## config.mk

```make
export PLATFORM = sky130hd
export DESIGN_NAME = muldiv_sequencer
export DESIGN_NICKNAME = d
export VERILOG_FILES = /design/src/rtl/arc_muldiv_pkg.sv /design/src/rtl/muldiv_step_unit.sv /design/src/rtl/muldiv_sequencer.sv
export SDC_FILE = /design/constraint.sdc
export NUM_CORES = 1
export LEC_CHECK = 0
export BUFFER_PORTS_ARGS = -buffer_cell sky130_fd_sc_hd__buf_4
export CAP_MARGIN = 20
export CORE_MARGIN = 2
export CORE_UTILIZATION = 45
export CTS_BUF_LIST = sky130_fd_sc_hd__clkbuf_8 sky130_fd_sc_hd__clkbuf_16
export DETAILED_ROUTE_END_ITERATION = 8
export PLACE_DENSITY_LB_ADDON = 0.1
export SLEW_MARGIN = 10
export SYNTH_ARGS = -nofsm -noshare
export SYNTH_HDL_FRONTEND = slang
export SYNTH_SLANG_ARGS = --single-unit
```

## constraint.sdc

```tcl
create_clock -name i_clk -period 3.75 [get_ports i_clk]
set_input_delay 0.1875 -clock i_clk [delete_from_list [all_inputs] [get_ports i_clk]]
set_output_delay 0.1875 -clock i_clk [all_outputs]
set_load 0.02 [all_outputs]
```

## src/rtl/arc_muldiv_pkg.sv

```systemverilog
// arc_muldiv_pkg: shared states, op kinds and funct codes for the mult/div sequencer.
package arc_muldiv_pkg;
  typedef enum logic [1:0] {IDLE, RUN, FIXUP} state_t;
  typedef enum logic {OP_MUL, OP_DIV} op_t;
  localparam logic [5:0] F_MFHI  = 6'd16;
  localparam logic [5:0] F_MTHI  = 6'd17;
  localparam logic [5:0] F_MFLO  = 6'd18;
  localparam logic [5:0] F_MTLO  = 6'd19;
  localparam logic [5:0] F_MULT  = 6'd24;
  localparam logic [5:0] F_MULTU = 6'd25;
  localparam logic [5:0] F_DIV   = 6'd26;
  localparam logic [5:0] F_DIVU  = 6'd27;
endpackage

```

## src/rtl/muldiv_step_unit.sv

```systemverilog
// muldiv_step_unit: one shift-add multiply step or one restoring-divide step on a {upper,lower} partial.
module muldiv_step_unit
  import arc_muldiv_pkg::*;
#(
  parameter int WIDTH = 32
) (
  input  logic [2*WIDTH-1:0] part,
  input  logic [WIDTH-1:0]   operand,
  input  op_t                op,
  output logic [2*WIDTH-1:0] part_nx,
  output logic               q_bit
);
  logic [WIDTH:0] sum, diff;
  always_comb begin
    sum = {1'b0, part[2*WIDTH-1:WIDTH]} + {1'b0, {WIDTH{part[0]}} & operand};
    diff = part[2*WIDTH-1:WIDTH-1] - {1'b0, operand};
    // a shifted remainder that overflowed WIDTH bits always exceeds the divisor (matters for divide by zero)
    q_bit = op == OP_DIV && (part[2*WIDTH-1] || !diff[WIDTH]);
    part_nx = op == OP_MUL ? {sum, part[WIDTH-1:1]}
            : {q_bit ? diff[WIDTH-1:0] : part[2*WIDTH-2:WIDTH-1], part[WIDTH-2:0], 1'b0};
  end
endmodule

```

## src/rtl/muldiv_sequencer.sv

```systemverilog
// muldiv_sequencer: multi-cycle MIPS MULT/DIV sequencer owning HI/LO, with pipeline stall.
// Define MULDIV_SIGNED_EN to make MULT/DIV signed; otherwise they behave as MULTU/DIVU.
module muldiv_sequencer
  import arc_muldiv_pkg::*;
#(
  parameter int WIDTH = 32
) (
  input  logic             i_clk,
  input  logic             i_rst_n,
  input  logic             i_con_Valid,
  input  logic [5:0]       i_con_FuncCode,
  input  logic             i_con_Flush,
  input  logic [WIDTH-1:0] i_dat_Rs,
  input  logic [WIDTH-1:0] i_dat_Rt,
  output logic             o_con_Stall,
  output logic             o_con_Busy,
  output logic             o_con_Done,
  output logic [WIDTH-1:0] o_dat_HiLo
);
  localparam int CW = $clog2(WIDTH);
  state_t state, state_nx;
  op_t op;
  logic [CW-1:0] count;
  logic [WIDTH-1:0] b, hi, lo, a_in, b_in, fix_hi, fix_lo;
  logic [2*WIDTH-1:0] p, p_nx;
  logic q_bit, start, mt_wr;
  assign start = state == IDLE && i_con_Valid && !i_con_Flush
              && i_con_FuncCode inside {F_MULT, F_MULTU, F_DIV, F_DIVU};
  assign mt_wr = state == IDLE && i_con_Valid && !i_con_Flush
              && i_con_FuncCode inside {F_MTHI, F_MTLO};
`ifdef MULDIV_SIGNED_EN
  logic sgn_op, sa, sb, sa_in, sb_in;
  logic [2*WIDTH-1:0] prod;
  assign sgn_op = i_con_FuncCode == F_MULT || i_con_FuncCode == F_DIV;
  assign sa_in = sgn_op && i_dat_Rs[WIDTH-1];
  assign sb_in = sgn_op && i_dat_Rt[WIDTH-1];
  assign a_in = sa_in ? -i_dat_Rs : i_dat_Rs;
  assign b_in = sb_in ? -i_dat_Rt : i_dat_Rt;
  always_comb begin
    prod = (sa ^ sb) ? -p : p;
    fix_hi = op == OP_MUL ? prod[2*WIDTH-1:WIDTH] : sa ? -p[2*WIDTH-1:WIDTH] : p[2*WIDTH-1:WIDTH];
    fix_lo = op == OP_MUL ? prod[WIDTH-1:0] : (sa ^ sb) ? -p[WIDTH-1:0] : p[WIDTH-1:0];
  end
`else
  assign a_in = i_dat_Rs;
  assign b_in = i_dat_Rt;
  assign fix_hi = p[2*WIDTH-1:WIDTH];
  assign fix_lo = p[WIDTH-1:0];
`endif
  muldiv_step_unit #(.WIDTH(WIDTH)) u_step (
    .part(p), .operand(b), .op(op), .part_nx(p_nx), .q_bit(q_bit)
  );
  always_comb begin
    state_nx = i_con_Flush && state != IDLE ? IDLE
             : state == IDLE ? (start ? RUN : IDLE)
             : state == RUN  ? (count == '0 ? FIXUP : RUN)
             : IDLE;
  end
  always_ff @(posedge i_clk or negedge i_rst_n) begin
    if (!i_rst_n) begin
      state <= IDLE;
      op <= OP_MUL;
      count <= '0;
      b <= '0;
      p <= '0;
      hi <= '0;
      lo <= '0;
`ifdef MULDIV_SIGNED_EN
      sa <= 1'b0;
      sb <= 1'b0;
`endif
    end else begin
      state <= state_nx;
      if (start) begin
        op <= i_con_FuncCode[1] ? OP_DIV : OP_MUL;
        count <= CW'(WIDTH - 1);
        b <= b_in;
        p <= {{WIDTH{1'b0}}, a_in};
`ifdef MULDIV_SIGNED_EN
        sa <= sa_in;
        sb <= sb_in;
`endif
      end else if (state == RUN) begin
        p <= p_nx | {{(2*WIDTH-1){1'b0}}, q_bit};
        count <= i_con_Flush || count == '0 ? '0 : count - CW'(1);
      end
      if (state == FIXUP && !i_con_Flush) begin
        hi <= fix_hi;
        lo <= fix_lo;
      end else if (mt_wr) begin
        if (i_con_FuncCode == F_MTHI) hi <= i_dat_Rs;
        if (i_con_FuncCode == F_MTLO) lo <= i_dat_Rs;
      end
    end
  end
  assign o_con_Busy = state != IDLE;
  assign o_con_Stall = start || o_con_Busy;
  assign o_con_Done = state == FIXUP && !i_con_Flush;
  assign o_dat_HiLo = !i_con_Valid || o_con_Busy ? '0
                    : i_con_FuncCode == F_MFHI ? hi
                    : i_con_FuncCode == F_MFLO ? lo : '0;
endmodule

```

==> flow_summary_export.csv, run 1 <==
group,metric,value,unit
placed_design,place_inst,1748,
cts,post_cts_buffers,0,
synth,async_flop_share,100,%
route,post_drt_wl_per_cell,18.0,um
die,initial_core_util,45.6,%
power,seqPwrFrac,30.4,%
synth,ys_seq_elements,168,
route,drc,0,
timing,hold_violations,0,
finish,final_common_cell,"dfrtp_1",
power,switching_share,44.9,%
finish,postLayoutCellArea,0.0139,mm^2
finish,final_nets,1614,
route,num_vias,10300,
finish,final_cell_mix,"dfrtp_1, nand2_1, o21ai_0, mux2i_1, buf_4",
timing,tightest_slew,0.950,ns
grt,grt_max_degree,96,
power,ir_drop,0.264,mV
synth,syn-instance-count,1369,
setup_path,critPathKind,"flop to flop",
grt,grt_usage,23.8,%
cts,cts.sinks,168,
finish,area_delta_synth_final,17.9,%
setup_path,endpoint_kind,"flop",
placed_design,place_congestion,0.848,
cts,root_buffer,"clkbuf_16",
power,pwr-share-comb,51.1,%
setup_path,r2r-end,"p[48]",
grt,grt_overflow_total,0,
placed_design,place_hpwl,23200,um
setup_path,critical_path.endpoint,"p[48]",
grt,antenna_found_initial,0,
route,drt_iter0_drc,834,
timing,setup_viol,0,
synth,syn_nets,1510,
cts,post_cts_resize_count,0,
power,p_switching,4260,uW
setup_path,start_kind,"flop",
synth,ys_seq_area_share,35.6,%
finish,instances_no_fill,1820,
route,ant_nets,0,
synth,synth_area,0.0118,mm^2
grt,grt_pass1_vias,9938,
finish,seq_area,0.00421,mm^2
setup_path,r2r_start,"p[31]",
worst_hold_path,hold_path.class,"primary input to flop",
finish,nFillCells,2454,
placed_design,placed_cell_area,0.0129,mm^2
timing,drv_slew,0,
die,rows,59,
run,maxCapViolCount,0,
finish,antenna_cells,0,
die,die_width,166,um
route,vias_per_cell,5.68,
route,dr.pass1.iters,5,
cts,clk_pin_slew_worst_paths,0.08,ns
placed_design,dp_slack,0.402,ns
cts,clk_latency,0.44,ns
power,p_leak,0.00658,uW
die,core-area,0.0259,mm^2
run_status,outcome,"completed",
placed_design,io_buffers,108,
setup_path,required,4.03,ns
die,dieHeight,166,um
cts,clockBufferDepth,2,
setup_path,path_max_fanout,15,
synth,synth_cell_types,65,
route,routed_wl,32800,um
timing,relSlewSlack,36.6,%
die,die_area,0.0275,mm^2
setup_path,r2r_setup_slack,0.37,ns
synth,yosysWarnings,0,
cts,cts_tree,"done",
setup_path,reg2reg_depth,14,
timing,rsz0062_at_grt,"false",
finish,multiInputGateArea,0.00709,mm^2
cts,h-tree-depth,4,
power,internal_power,5230,uW
timing,period_minus_slack,3.38,ns
grt,grt_pass1_wl,53400,um
timing,setup_slack,0.366,ns
die,pin_count,109,
power,power_density,682,mW/mm^2
finish,drive_gt1_share,12.4,%
timing,finClkSkew,0.0144,ns
setup_path,crit_arrival,3.66,ns
setup_path,critPathLaunch,"p[31]",
power,power,9490,uW
synth,synth_edf_count,0,
timing,period_share,90.2,%
cts,numCtsBuffers,17,
synth,avgSynthCellArea,8.62,um^2
timing,finalSetupTns,0,ns
synth,synth_ff_type,"dfrtp_1",
power,pwr-share-clk,18.6,%
timing,fmax,296,MHz
## worst min path at each step
stage / start / endpoint / slack [ns] / cells after the start
detailed placement: i_rst_n / hi[7] / 0.36 / 1
CTS: i_dat_Rs[3] / p[3] / 0.0008 / 2
floorplan: i_rst_n / b[0] / -0.11 / 0
global placement: i_rst_n / lo[8] / 0.36 / 1
global route: i_dat_Rs[24] / p[24] / 0.005 / 2
finish: i_dat_Rs[2] / p[2] / 0.01 / 2
## flip-flops by register name, indices dropped and copies added (netlist names)
name and flops:
p 64, count 5, state 2, op 1, lo 32, hi 32, b 32
## metrics by stage
stage               util [%]  hold WS, ns
finish                  53.7       0.0144
global route            53.7      0.00493
floorplan                  -       -0.108
CTS                     53.7     0.000809
global placement        49.9        0.364
detailed placement      49.9        0.363
## power groups by stage
stage / registers [uW] / logic, uW / clock network, uW
6_report: 2880 / 4840 / 1760
5_1_grt: 2930 / 5400 / 1880
4_1_cts: 2860 / 4820 / 1800
3_5_place_dp: 2890 / 4760 / 0
3_3_place_gp: 2890 / 4750 / 0
2_1_floorplan: 2590 / 3740 / 0
## cells in the mapped netlist, types with 7 or more instances
| master | count | area [um^2] |
|---|---|---|
| a211oi_1 | 10 | 75.1 |
| a21o_1 | 24 | 180 |
| a21oi_1 | 71 | 355 |
| a221o_1 | 34 | 340 |
| a31oi_1 | 8 | 50.1 |
| and2_1 | 34 | 213 |
| buf_1 | 8 | 30.0 |
| buf_2 | 10 | 50.1 |
| clkbuf_1 | 59 | 221 |
| dfrtp_1 | 168 | 4200 |
| ha_1 | 65 | 813 |
| inv_1 | 57 | 214 |
| mux2i_1 | 142 | 1420 |
| nand2_1 | 164 | 616 |
| nand2b_1 | 12 | 75.1 |
| nand3_1 | 32 | 160 |
| nand4_1 | 8 | 50.1 |
| nor2_1 | 119 | 447 |
| nor2b_1 | 7 | 43.8 |
| o21a_1 | 12 | 90.1 |
| o21ai_0 | 162 | 811 |
| o21ai_1 | 7 | 35.0 |
| o21bai_1 | 9 | 67.6 |
| o22ai_1 | 7 | 43.8 |
| xnor2_1 | 26 | 228 |
| xor2_1 | 22 | 193 |
## layer usage
layer  GRT usage, %  vias up  share of wire (%)
met3           2.36       26                4.5
li1               -     5092                  -
met4           5.60        0                1.2
met5              0        -                  0
met2           36.5      289                 44
met1           36.2     4931                 50
## kinds of logic after synthesis
family | count (synthesis) | synth area share [%]
DFF | 168 | 35.6
adders and majority gates | 67 | 7.23
and+or+nand+nor | 403 | 15.1
buffers and inverters | 140 | 4.66
xor gates and xnor gates | 48 | 3.56
muxes | 144 | 12.2
AOI/OAI and AO/OA | 399 | 21.6
## worst max-delay path, stage by stage, from the launching register on
cell and delay (ns):
dfrtp_1 0.40, inv_1 0.06, ha_1 0.21, fa_1 0.38, nand2b_1 0.19, a21oi_1 0.28, o21ai_1 0.21, o21bai_2 0.28
a21oi_2 0.14, o21ai_4 0.30, buf_4 0.28, mux2i_1 0.21, nor2_1 0.06, a21oi_1 0.13, o21ai_0 0.08
## layout make-up
class / instances / area share, %
multi-input cells: 1061 / 51.0
flip-flops and latches: 168 / 30.2
repair buffers: 168 / 10.1
clock buffers: 17 / 3.06
well taps: 335 / 3.01
inverters: 57 / 1.54
clock inverters: 14 / 1.12
## what timing repair did
| item | CTS | global route |
|---|---|---|
| hold buffers | 41 | 0 |
| setup endpoints to repair | 0 | 0 |
| hold endpoints to repair | 133 | 0 |
Power figures use the tool's default switching activity.
==> run 2, diff against run 1 <==
CTS_BUF_LIST = sky130_fd_sc_hd__clkbuf_4 sky130_fd_sc_hd__clkbuf_8   (was sky130_fd_sc_hd__clkbuf_8 sky130_fd_sc_hd__clkbuf_16)
clock period = 3.2 ns   (was 3.75 ns; I/O delays follow)
==> flow_summary_export.csv, run 2 (synthesis gave the netlist of run 1 again) <==
group,metric,value,unit
run_status,outcome,"completed",
cts,clockBufferDepth,2,
grt,grt_max_degree,130,
timing,period_minus_slack,3.15,ns
route,met3WireLength,1640,um
power,pwr-share-comb,58.1,%
route,route.met2.wl,15000,um
finish,instances_no_fill,1902,
die,pin_count,109,
power,internal_power,6280,uW
setup_path,path_max_fanout,16,
setup_path,required,3.57,ns
grt,grt_pass1_vias,10300,
setup_path,critPathLaunch,"p[0]",
die,die_area,0.0275,mm^2
timing,hold_violations,0,
timing,period_share,98.3,%
cts,cts.sinks,168,
power,p_leak,0.00691,uW
placed_design,place_inst,1790,
power,power_density,789,mW/mm^2
route,wl_met1,17300,um
finish,largest-register,"p",
finish,drive_gt1_share,17.2,%
die,initial_core_util,45.6,%
power,seqPwrFrac,28.5,%
worst_hold_path,hold_path.class,"primary input to flop",
setup_path,crit_arrival,3.51,ns
placed_design,place_congestion,0.904,
grt,grt_overflow_total,0,
grt,grt_pass1_wl,55900,um
power,ir_drop,0.315,mV
cts,clk_latency,0.47,ns
route,drc,0,
setup_path,critPathKind,"flop to flop",
setup_path,reg2reg_depth,12,
finish,final_cell_mix,"buf_4, dfrtp_1, nand2_1, o21ai_0, mux2i_1",
power,pwr-share-clk,13.4,%
setup_path,r2r-end,"p[56]",
power,switching_share,45.5,%
finish,final_nets,1695,
placed_design,io_buffers,108,
finish,area_delta_synth_final,23.7,%
route,routed_wl,34400,um
run,maxCapViolCount,0,
route,top_layer_used,"met4",
setup_path,r2r_start,"p[0]",
cts,h-tree-depth,4,
finish,largest_reg_flops,64,
route,ant_nets,0,
timing,fmax,318,MHz
route,num_vias,10600,
power,p_switching,5250,uW
finish,antenna_cells,0,
route,dr.pass1.iters,6,
route,post_drt_wl_per_cell,18.1,um
route,vias_per_cell,5.59,
cts,root_buffer,"clkbuf_8",
timing,setup_viol,0,
placed_design,place_hpwl,24100,um
timing,drv_slew,0,
die,rows,59,
setup_path,endpoint_kind,"flop",
die,core-area,0.0259,mm^2
timing,tightest_slew,0.814,ns
setup_path,critical_path.endpoint,"p[56]",
setup_path,start_kind,"flop",
route,drt_iter0_drc,782,
setup_path,cpMostUsedCell,"a21o_1",
timing,relSlewSlack,45.6,%
die,die_width,166,um
cts,cts_tree,"done",
timing,finClkSkew,0.0220,ns
setup_path,path_cells,"buf_12 > and2_1 > ha_1 > a21o_1 > a22oi_2 > o2111ai_2 > a211o_1 > a31oi_4 > o21ai_2 > a21o_1 > xor2_1 > a221o_1",
cts,numCtsBuffers,17,
finish,fin_util,56.4,%
cts,clk_pin_slew_worst_paths,0.12,ns
setup_path,cpPeakStageDelay,0.46,ns
die,dieHeight,166,um
setup_path,r2r_setup_slack,0.05,ns
grt,antenna_found_initial,0,
grt,grt_usage,24.8,%
setup_path,slowest_stage,"dfrtp_2",
finish,final_common_cell,"buf_4",
-- run 2: repair_timing --
action                                  CTS  global route
buffers inserted                          0            14
gates cloned                              0             1
hold buffers                             65             0
resized for setup                         1            38
endpoints found under the setup margin    1            21
hold endpoints to repair                171             0
pin swaps                                 0            19
-- run 2: critical path: cells and delay by family, from the launching register on --
kind	cells	cell delay, ns
AND/OR/NAND/NOR	1	0.14
buffers and inverters	1	0.16
XOR/XNOR	1	0.14
AO/OA/AOI/OAI	8	1.86
adder cells (fa/ha/maj)	1	0.30
flip-flops	1	0.46
-- run 2: worst min-delay path by stage --
stage            startpoint     end  slack [ns]  depth (start not counted)
3_3_place_gp        i_rst_n   hi[7]        0.25                          1
4_1_cts        i_dat_Rs[31]  hi[31]        0.01                          3
2_1_floorplan       i_rst_n    b[0]       -0.14                          0
5_1_grt        i_dat_Rs[31]   p[31]        0.01                          2
6_report       i_dat_Rs[31]   p[31]        0.03                          2
3_5_place_dp        i_rst_n   hi[7]        0.24                          1
-- run 2: stage by stage --
stage / total power [uW] / setup slack (ns) / area [um^2] / TNS, ns / hold slack [ns]
floorplan: 7430 / 0.306 / 11800 / 0 / -0.136
global placement: 9400 / 0.0753 / 13300 / 0 / 0.249
detailed placement: 9420 / -0.0323 / 13300 / -0.0323 / 0.240
CTS: 11100 / 0.0162 / 14300 / 0 / 0.0139
global route: 12400 / -0.0325 / 14600 / -0.0636 / 0.0100
finish: 11500 / 0.0534 / 14600 / 0 / 0.0330
-- run 2: metal layers --
metal / global-route usage, % / vias up
met3: 3.34 / 26
met5: 0 / -
li1: - / 5250
met2: 37.5 / 279
met1: 38.0 / 5081
met4: 5.26 / 0
-- run 2: cell type report --
cell class | instances | area, um^2
Fill cell | 2390 | 11300
Multi-Input combinational cell | 1061 | 7230
Sequential cell | 168 | 4210
Timing Repair Buffer | 249 | 2150
Tap cell | 335 | 419
Clock buffer | 18 | 241
Inverter | 57 | 214
Clock inverter | 14 | 145
-- run 2: power by group through the flow --
stage | Clock [uW] | Combinational, uW | Sequential, uW
floorplan | 0 | 4390 | 3040
global placement | 0 | 6110 | 3290
detailed placement | 0 | 6130 | 3280
CTS | 1580 | 6230 | 3240
global route | 1660 | 7400 | 3340
finish | 1540 | 6690 | 3290
